### config.mk
export PLATFORM = sky130hd
export DESIGN_NAME = nibble_serial_subtractor
export DESIGN_NICKNAME = d
export VERILOG_FILES = /design/src/rtl/nibble_serial_subtractor_pkg.sv /design/src/rtl/nibble_serial_subtractor_slice.sv /design/src/rtl/nibble_serial_subtractor.sv
export SDC_FILE = /design/constraint.sdc
export NUM_CORES = 1
export LEC_CHECK = 0
export BUFFER_PORTS_ARGS = -buffer_cell sky130_fd_sc_hd__buf_2
export CORE_AREA = 8 8 82 84
export CTS_CLUSTER_DIAMETER = 150
export DETAILED_ROUTE_END_ITERATION = 8
export DIE_AREA = 0 0 90 92
export PLACE_DENSITY = 0.94
export SYNTH_ARGS = -nofsm -noshare
export SYNTH_HDL_FRONTEND = slang
export SYNTH_SLANG_ARGS = --single-unit
### constraint.sdc
create_clock -name Clk -period 4.4 [get_ports Clk]
set_input_delay 0.66 -clock Clk [delete_from_list [all_inputs] [get_ports Clk]]
set_output_delay 0.66 -clock Clk [all_outputs]
set_load 0.02 [all_outputs]
### src/rtl/nibble_serial_subtractor_pkg.sv
// Shared types and sizing for the nibble-serial 16-bit subtractor.
package sub_pkg;

    localparam int W       = 16;
    localparam int NIBBLES = 4;
    localparam int IDX_W   = 2;

    typedef enum logic [1:0] {
        IDLE = 2'd0,
        CALC = 2'd1,
        DONE = 2'd2
    } state_t;

endpackage

### src/rtl/nibble_serial_subtractor_slice.sv
// Combinational 4-bit subtract slice: s = a + ~b + c_in, rippled through four full adders.
module subtract_slice_4 (
    input  logic [3:0] a,
    input  logic [3:0] b,
    input  logic       c_in,
    output logic [3:0] s,
    output logic       c_out
);

    logic [4:0] c;
    logic [3:0] b_n;

    assign c[0] = c_in;
    assign b_n  = ~b;

    generate
        for (genvar gi = 0; gi < 4; gi++) begin : g_fa
            assign s[gi]   = a[gi] ^ b_n[gi] ^ c[gi];
            assign c[gi+1] = (a[gi] & b_n[gi]) | (a[gi] & c[gi]) | (b_n[gi] & c[gi]);
        end
    endgenerate

    assign c_out = c[4];

endmodule

### src/rtl/nibble_serial_subtractor.sv
// 16-bit D = A - B - bin computed one nibble per clock through a single 4-bit slice,
// with a Start/Done handshake and a registered result bank.
module nibble_serial_subtractor #(
    parameter int W       = 16,
    parameter int NIBBLES = 4
) (
    input  logic         Clk,
    input  logic         Reset,
    input  logic         Start,
    input  logic [W-1:0] A,
    input  logic [W-1:0] B,
    input  logic         bin,
    output logic [W-1:0] D,
    output logic         bout,
    output logic         Overflow,
    output logic         Zero,
    output logic         Busy,
    output logic         Done
);

    import sub_pkg::*;

    state_t             state_q;
    logic [W-1:0]       a_q;
    logic [W-1:0]       b_q;
    logic [W-1:0]       acc_q;
    logic [W-1:0]       acc_d;
    logic               carry_q;
    logic [IDX_W-1:0]   idx_q;

    logic [W-1:0]       d_q;
    logic               bout_q;
    logic               ovf_q;
    logic               zero_q;
    logic               busy_q;
    logic               done_q;

    logic [3:0]         a_nib [NIBBLES];
    logic [3:0]         b_nib [NIBBLES];
    logic [3:0]         a_sel;
    logic [3:0]         b_sel;
    logic [3:0]         slice_s;
    logic               slice_c;

    // Split the latched operands into nibbles and merge the slice result back
    // into the accumulator lane selected by the current index.
    generate
        for (genvar gi = 0; gi < NIBBLES; gi++) begin : g_nib
            assign a_nib[gi]         = a_q[4*gi +: 4];
            assign b_nib[gi]         = b_q[4*gi +: 4];
            assign acc_d[4*gi +: 4]  = (idx_q == IDX_W'(gi)) ? slice_s : acc_q[4*gi +: 4];
        end
    endgenerate

    assign a_sel = a_nib[idx_q];
    assign b_sel = b_nib[idx_q];

    subtract_slice_4 u_slice (
        .a     (a_sel),
        .b     (b_sel),
        .c_in  (carry_q),
        .s     (slice_s),
        .c_out (slice_c)
    );

    always_ff @(posedge Clk) begin
        if (Reset) begin
            state_q <= IDLE;
            a_q     <= '0;
            b_q     <= '0;
            acc_q   <= '0;
            carry_q <= 1'b0;
            idx_q   <= '0;
            d_q     <= '0;
            bout_q  <= 1'b0;
            ovf_q   <= 1'b0;
            zero_q  <= 1'b0;
            busy_q  <= 1'b0;
            done_q  <= 1'b0;
        end else begin
            case (state_q)
                IDLE: begin
                    done_q <= 1'b0;
                    if (Start) begin
                        a_q     <= A;
                        b_q     <= B;
                        // Subtraction as A + ~B + 1: a borrow-in removes the +1.
                        carry_q <= ~bin;
                        idx_q   <= '0;
                        busy_q  <= 1'b1;
                        state_q <= CALC;
                    end
                end
                CALC: begin
                    acc_q   <= acc_d;
                    carry_q <= slice_c;
                    idx_q   <= idx_q + 1'b1;
                    if (idx_q == IDX_W'(NIBBLES - 1)) begin
                        done_q  <= 1'b1;
                        state_q <= DONE;
                    end
                end
                DONE: begin
                    d_q     <= acc_q;
                    bout_q  <= ~carry_q;
                    ovf_q   <= (a_q[W-1] != b_q[W-1]) && (acc_q[W-1] != a_q[W-1]);
                    zero_q  <= (acc_q == '0);
                    done_q  <= 1'b0;
                    busy_q  <= 1'b0;
                    state_q <= IDLE;
                end
                default: begin
                    done_q  <= 1'b0;
                    busy_q  <= 1'b0;
                    state_q <= IDLE;
                end
            endcase
        end
    end

    assign D        = d_q;
    assign bout     = bout_q;
    assign Overflow = ovf_q;
    assign Zero     = zero_q;
    assign Busy     = busy_q;
    assign Done     = done_q;

endmodule

==> Flow_metrics.wiki <==
{| class="wikitable"
! Metric !! Value
|-
| Sequential area share after synthesis || 47.8%
|-
| Area growth from synthesis to final layout || 15.9%
|-
| Initial Util || 57.3%
|-
| P per Cell Area || between 400 and 500 mW/mm^2
|-
| Die footprint || about 0.0083 mm^2
|-
| Die Span Y || 92 um
|-
| Transition time of the tightest slew-check pin || between 1000 and 1500 ps
|-
| Maximum capacitance violations || 0
|-
| Clock Skews || around 8.6 ps
|-
| Commonest register cell after synthesis || sky130_fd_sc_hd__dfxtp_1
|-
| Cell Chain, Critical Path || mux4_2 -> inv_1 -> fa_1 -> inv_1 -> fa_1 -> fa_1 -> inv_1 -> fa_1 -> mux2i_1 -> nor2_1
|-
| Count of yosys warnings during synthesis || 0
|-
| Routed Wire Length || around 6700 um
|-
| Clock tree buffer depth || 2
|-
| Number of gates resized after cts || 0
|-
| Total nets after synthesis || 356
|-
| Critical path's slowest cell || sky130_fd_sc_hd__dfxtp_1
|-
| Number of vias in the routed layout || 2255
|-
| Post-DR wirelength/cell || around 15 um
|-
| Worst path arrival time || 3470 ps
|-
| Clock tree from TritonCTS || yes
|-
| Kind of end point of the critical path || flop
|-
| Gate count of the mapped netlist || 312
|-
| Placeable core region || 0.00541 mm^2
|-
| Clock input transition at the sequential cells of the worst setup and hold paths || 80 ps
|-
| Root buf cell || sky130_fd_sc_hd__clkbuf_8
|-
| Mean instance size in the synthesized netlist || 9.93 um^2
|-
| GRT Util Overall || 16.5%
|-
| Number of levels the H-tree was split into || 3
|-
| Pleak || about 1.5 nW
|-
| Sum of buffers and inverters on the critical path || 3
|-
| Clock insertion delay at the later pin of the skew report || 350 ps
|-
| Initial antenna violation count || 0
|-
| Count of flip-flops with a built-in enable after synthesis || 0
|-
| FFs w/ async S/R, synth || 0%
|-
| Most frequent cells in the layout || sky130_fd_sc_hd__dfxtp_1, sky130_fd_sc_hd__nor2_1, sky130_fd_sc_hd__buf_2
|-
| CTS Hold Bufs || 0
|-
| Time the final worst path needs with I/O delays and setup || about 3300 ps
|-
| Routed Antenna Nets || 0
|-
| Count of endpoints failing setup in the final report || 0
|-
| Vias in the first global route || 2346
|-
| Diodes inserted || 0
|-
| Die Wd || ~90 um
|-
| Largest net degree at the start of global routing || 67
|-
| Cell occurring most often along the worst timing path || sky130_fd_sc_hd__fa_1
|-
| Number of pins with negative max-slew slack in the final report || 0
|-
| Number of primary I/O pins || between 50 and 60
|-
| Maximum clock frequency || approximately 0.31 GHz
|-
| Final nets || approximately 400
|-
| Placer Congestion || 0.826
|-
| Critical path's top delay family || adder cells
|-
| Count of buffers from port buffering || 56
|-
| Sum of overflow across all layers after global routing || 0
|-
| Synth area leader || sky130_fd_sc_hd__dfxtp_1
|-
| Number of optimization iterations in the first detailed-route pass || 4
|-
| Pre-CTS setup slack || roughly 1200 ps
|-
| Final setup margin || 1140 ps
|-
| Number of clock buffers inserted by TritonCTS || 9
|-
| Final TNS setup || 0 ps
|-
| Critical Path Max Stage Delay || 710 ps
|-
| Share of cells above drive strength 1 || between 20% and 30%
|-
| Syn Std Cell Area || 0.00310 mm^2
|-
| Number of remaining DRC errors || 0
|-
| Number of sinks on the clock net || between 70 and 80
|-
| Synthesis-stage register bit count || 74
|-
| Part of the cycle the worst path needs || 74.0%
|-
| Top post-synthesis cells by area || sky130_fd_sc_hd__dfxtp_1, sky130_fd_sc_hd__mux2i_1, sky130_fd_sc_hd__nor2_1
|-
| Area share of the largest cell type after synthesis || between 40% and 50%
|-
| Via count normalized by instance count || 5.20
|-
| Library cells used by synthesis || 27
|-
| First-pass GRT wire length || between 10000 and 15000 um
|-
| Worst setup slack for register-to-register paths || approximately 1100 ps
|-
| Launching element type of the critical path || flop
|-
| RSZ-0062 raised after global routing || false
|-
| Most common library cell in the layout ignoring fill and taps || sky130_fd_sc_hd__dfxtp_1
|-
| Number of setup buffers added after CTS || 0
|-
| Result of the run || finished, final reports clean
|-
| Post-detailed-placement half-perimeter wirelength || ~4700 um
|-
| Critical-path maximum fanout || 13
|-
| Path class of the lowest-slack min-delay path || flop to flop
|-
| WS Path Type || flop to flop
|-
| Peak VDD IR || 337 uV
|-
| Normalized max-slew margin || 25.7%
|-
| Final hold viol count || 0
|-
| Required time of the critical path || between 4000 and 5000 ps
|-
| DRC violation total after the first TritonRoute iteration || 116
|-
| Cell row count || 27
|}
==> logic make-up (layout without fill, tap and decap cells) <==
kind of cell / Yosys count / in the layout / synth area share [%]
compound gates: 35 / 35 / 6.83
buf+inv: 35 / 85 / 6.95
mux: 48 / 48 / 18.7
fa+ha+maj: 8 / 8 / 4.20
simple gates: 112 / 112 / 15.4
flops: 74 / 74 / 47.8
==> report_power, final <==
part | switching (W) | internal, W | total (W)
Sequential | 0.0000293 | 0.000700 | 0.000729
Clock | 0.000256 | 0.000451 | 0.000707
Combinational | 0.0000864 | 0.0000804 | 0.000167
==> synthesized netlist by cell type (all sizes together), types with 2 or more instances <==
| master | count |
|---|---|
| mux4 | 8 |
| nor2b | 3 |
| o21ai | 2 |
| nor3 | 4 |
| dfxtp | 74 |
| nand3 | 2 |
| and3b | 4 |
| inv | 11 |
| a211oi | 10 |
| a21oi | 20 |
| nor2 | 59 |
| nand2 | 34 |
| fa | 4 |
| clkbuf | 8 |
| buf | 16 |
| nor4 | 3 |
| mux2i | 40 |
| ha | 4 |
==> worst register-to-register path: stages, from the launching register on <==
cell,delay [ps]
sky130_fd_sc_hd__dfxtp_1,710
sky130_fd_sc_hd__mux4_2,590
sky130_fd_sc_hd__inv_1,90
sky130_fd_sc_hd__fa_1,170
sky130_fd_sc_hd__inv_1,50
sky130_fd_sc_hd__fa_1,380
sky130_fd_sc_hd__fa_1,380
sky130_fd_sc_hd__inv_1,80
sky130_fd_sc_hd__fa_1,470
sky130_fd_sc_hd__mux2i_1,170
sky130_fd_sc_hd__nor2_1,50
==> metrics by stage <==
stage | instance area [um^2] | power [W] | hold slack [ps] | std cells | utilization, %
after global routing | 3590 | 0.00165 | 479 | 434 | 66.4
after CTS | 3590 | 0.00161 | 455 | 434 | 66.4
final | 3590 | 0.00160 | 455 | 434 | 66.4
after detailed placement | 3310 | 0.000909 | 444 | 418 | 61.3
after global placement | 3310 | 0.000897 | 438 | 418 | 61.3
after floorplan | 3100 | 0.000868 | 444 | 312 | -
==> path summary, 6_finish.rpt <==
kind	start	end	depth (start not counted)
worst max-delay path	idx_q[0]	acc_q[3]	10
worst min-delay path	D[4]	D[4]	2
worst max register to register	idx_q[0]	acc_q[3]	10
worst min register to register	D[4]	D[4]	2
==> state kept, by name, indices dropped and copies added, names as in the netlist <==
name and count:
Overflow 1, state_q 2, bout 1, b_q 16, carry_q 1, Zero 1
Busy 1, acc_q 16, D 16, a_q 16, idx_q 2, Done 1
==> final cells by class <==
class                      count  area [um^2]
fill                         428         1820
clock inverter                 6          138
multi-input combinational    203         1410
sequential                    74         1480
tap                           72         90.1
inverter                      11         41.3
clock buffer                  10          138
timing repair buffer          58          295
==> layer usage <==
layer / vias up / global-route usage, % / share of wire, %
li1: 1138 / - / -
met1: 1022 / 19.2 / 43
met2: 76 / 26.7 / 48
met3: 19 / 5.30 / 6.3
met4: 0 / 8.46 / 2.4
met5: - / 0 / 0
No activity file was read; power rests on OpenSTA's default activity.
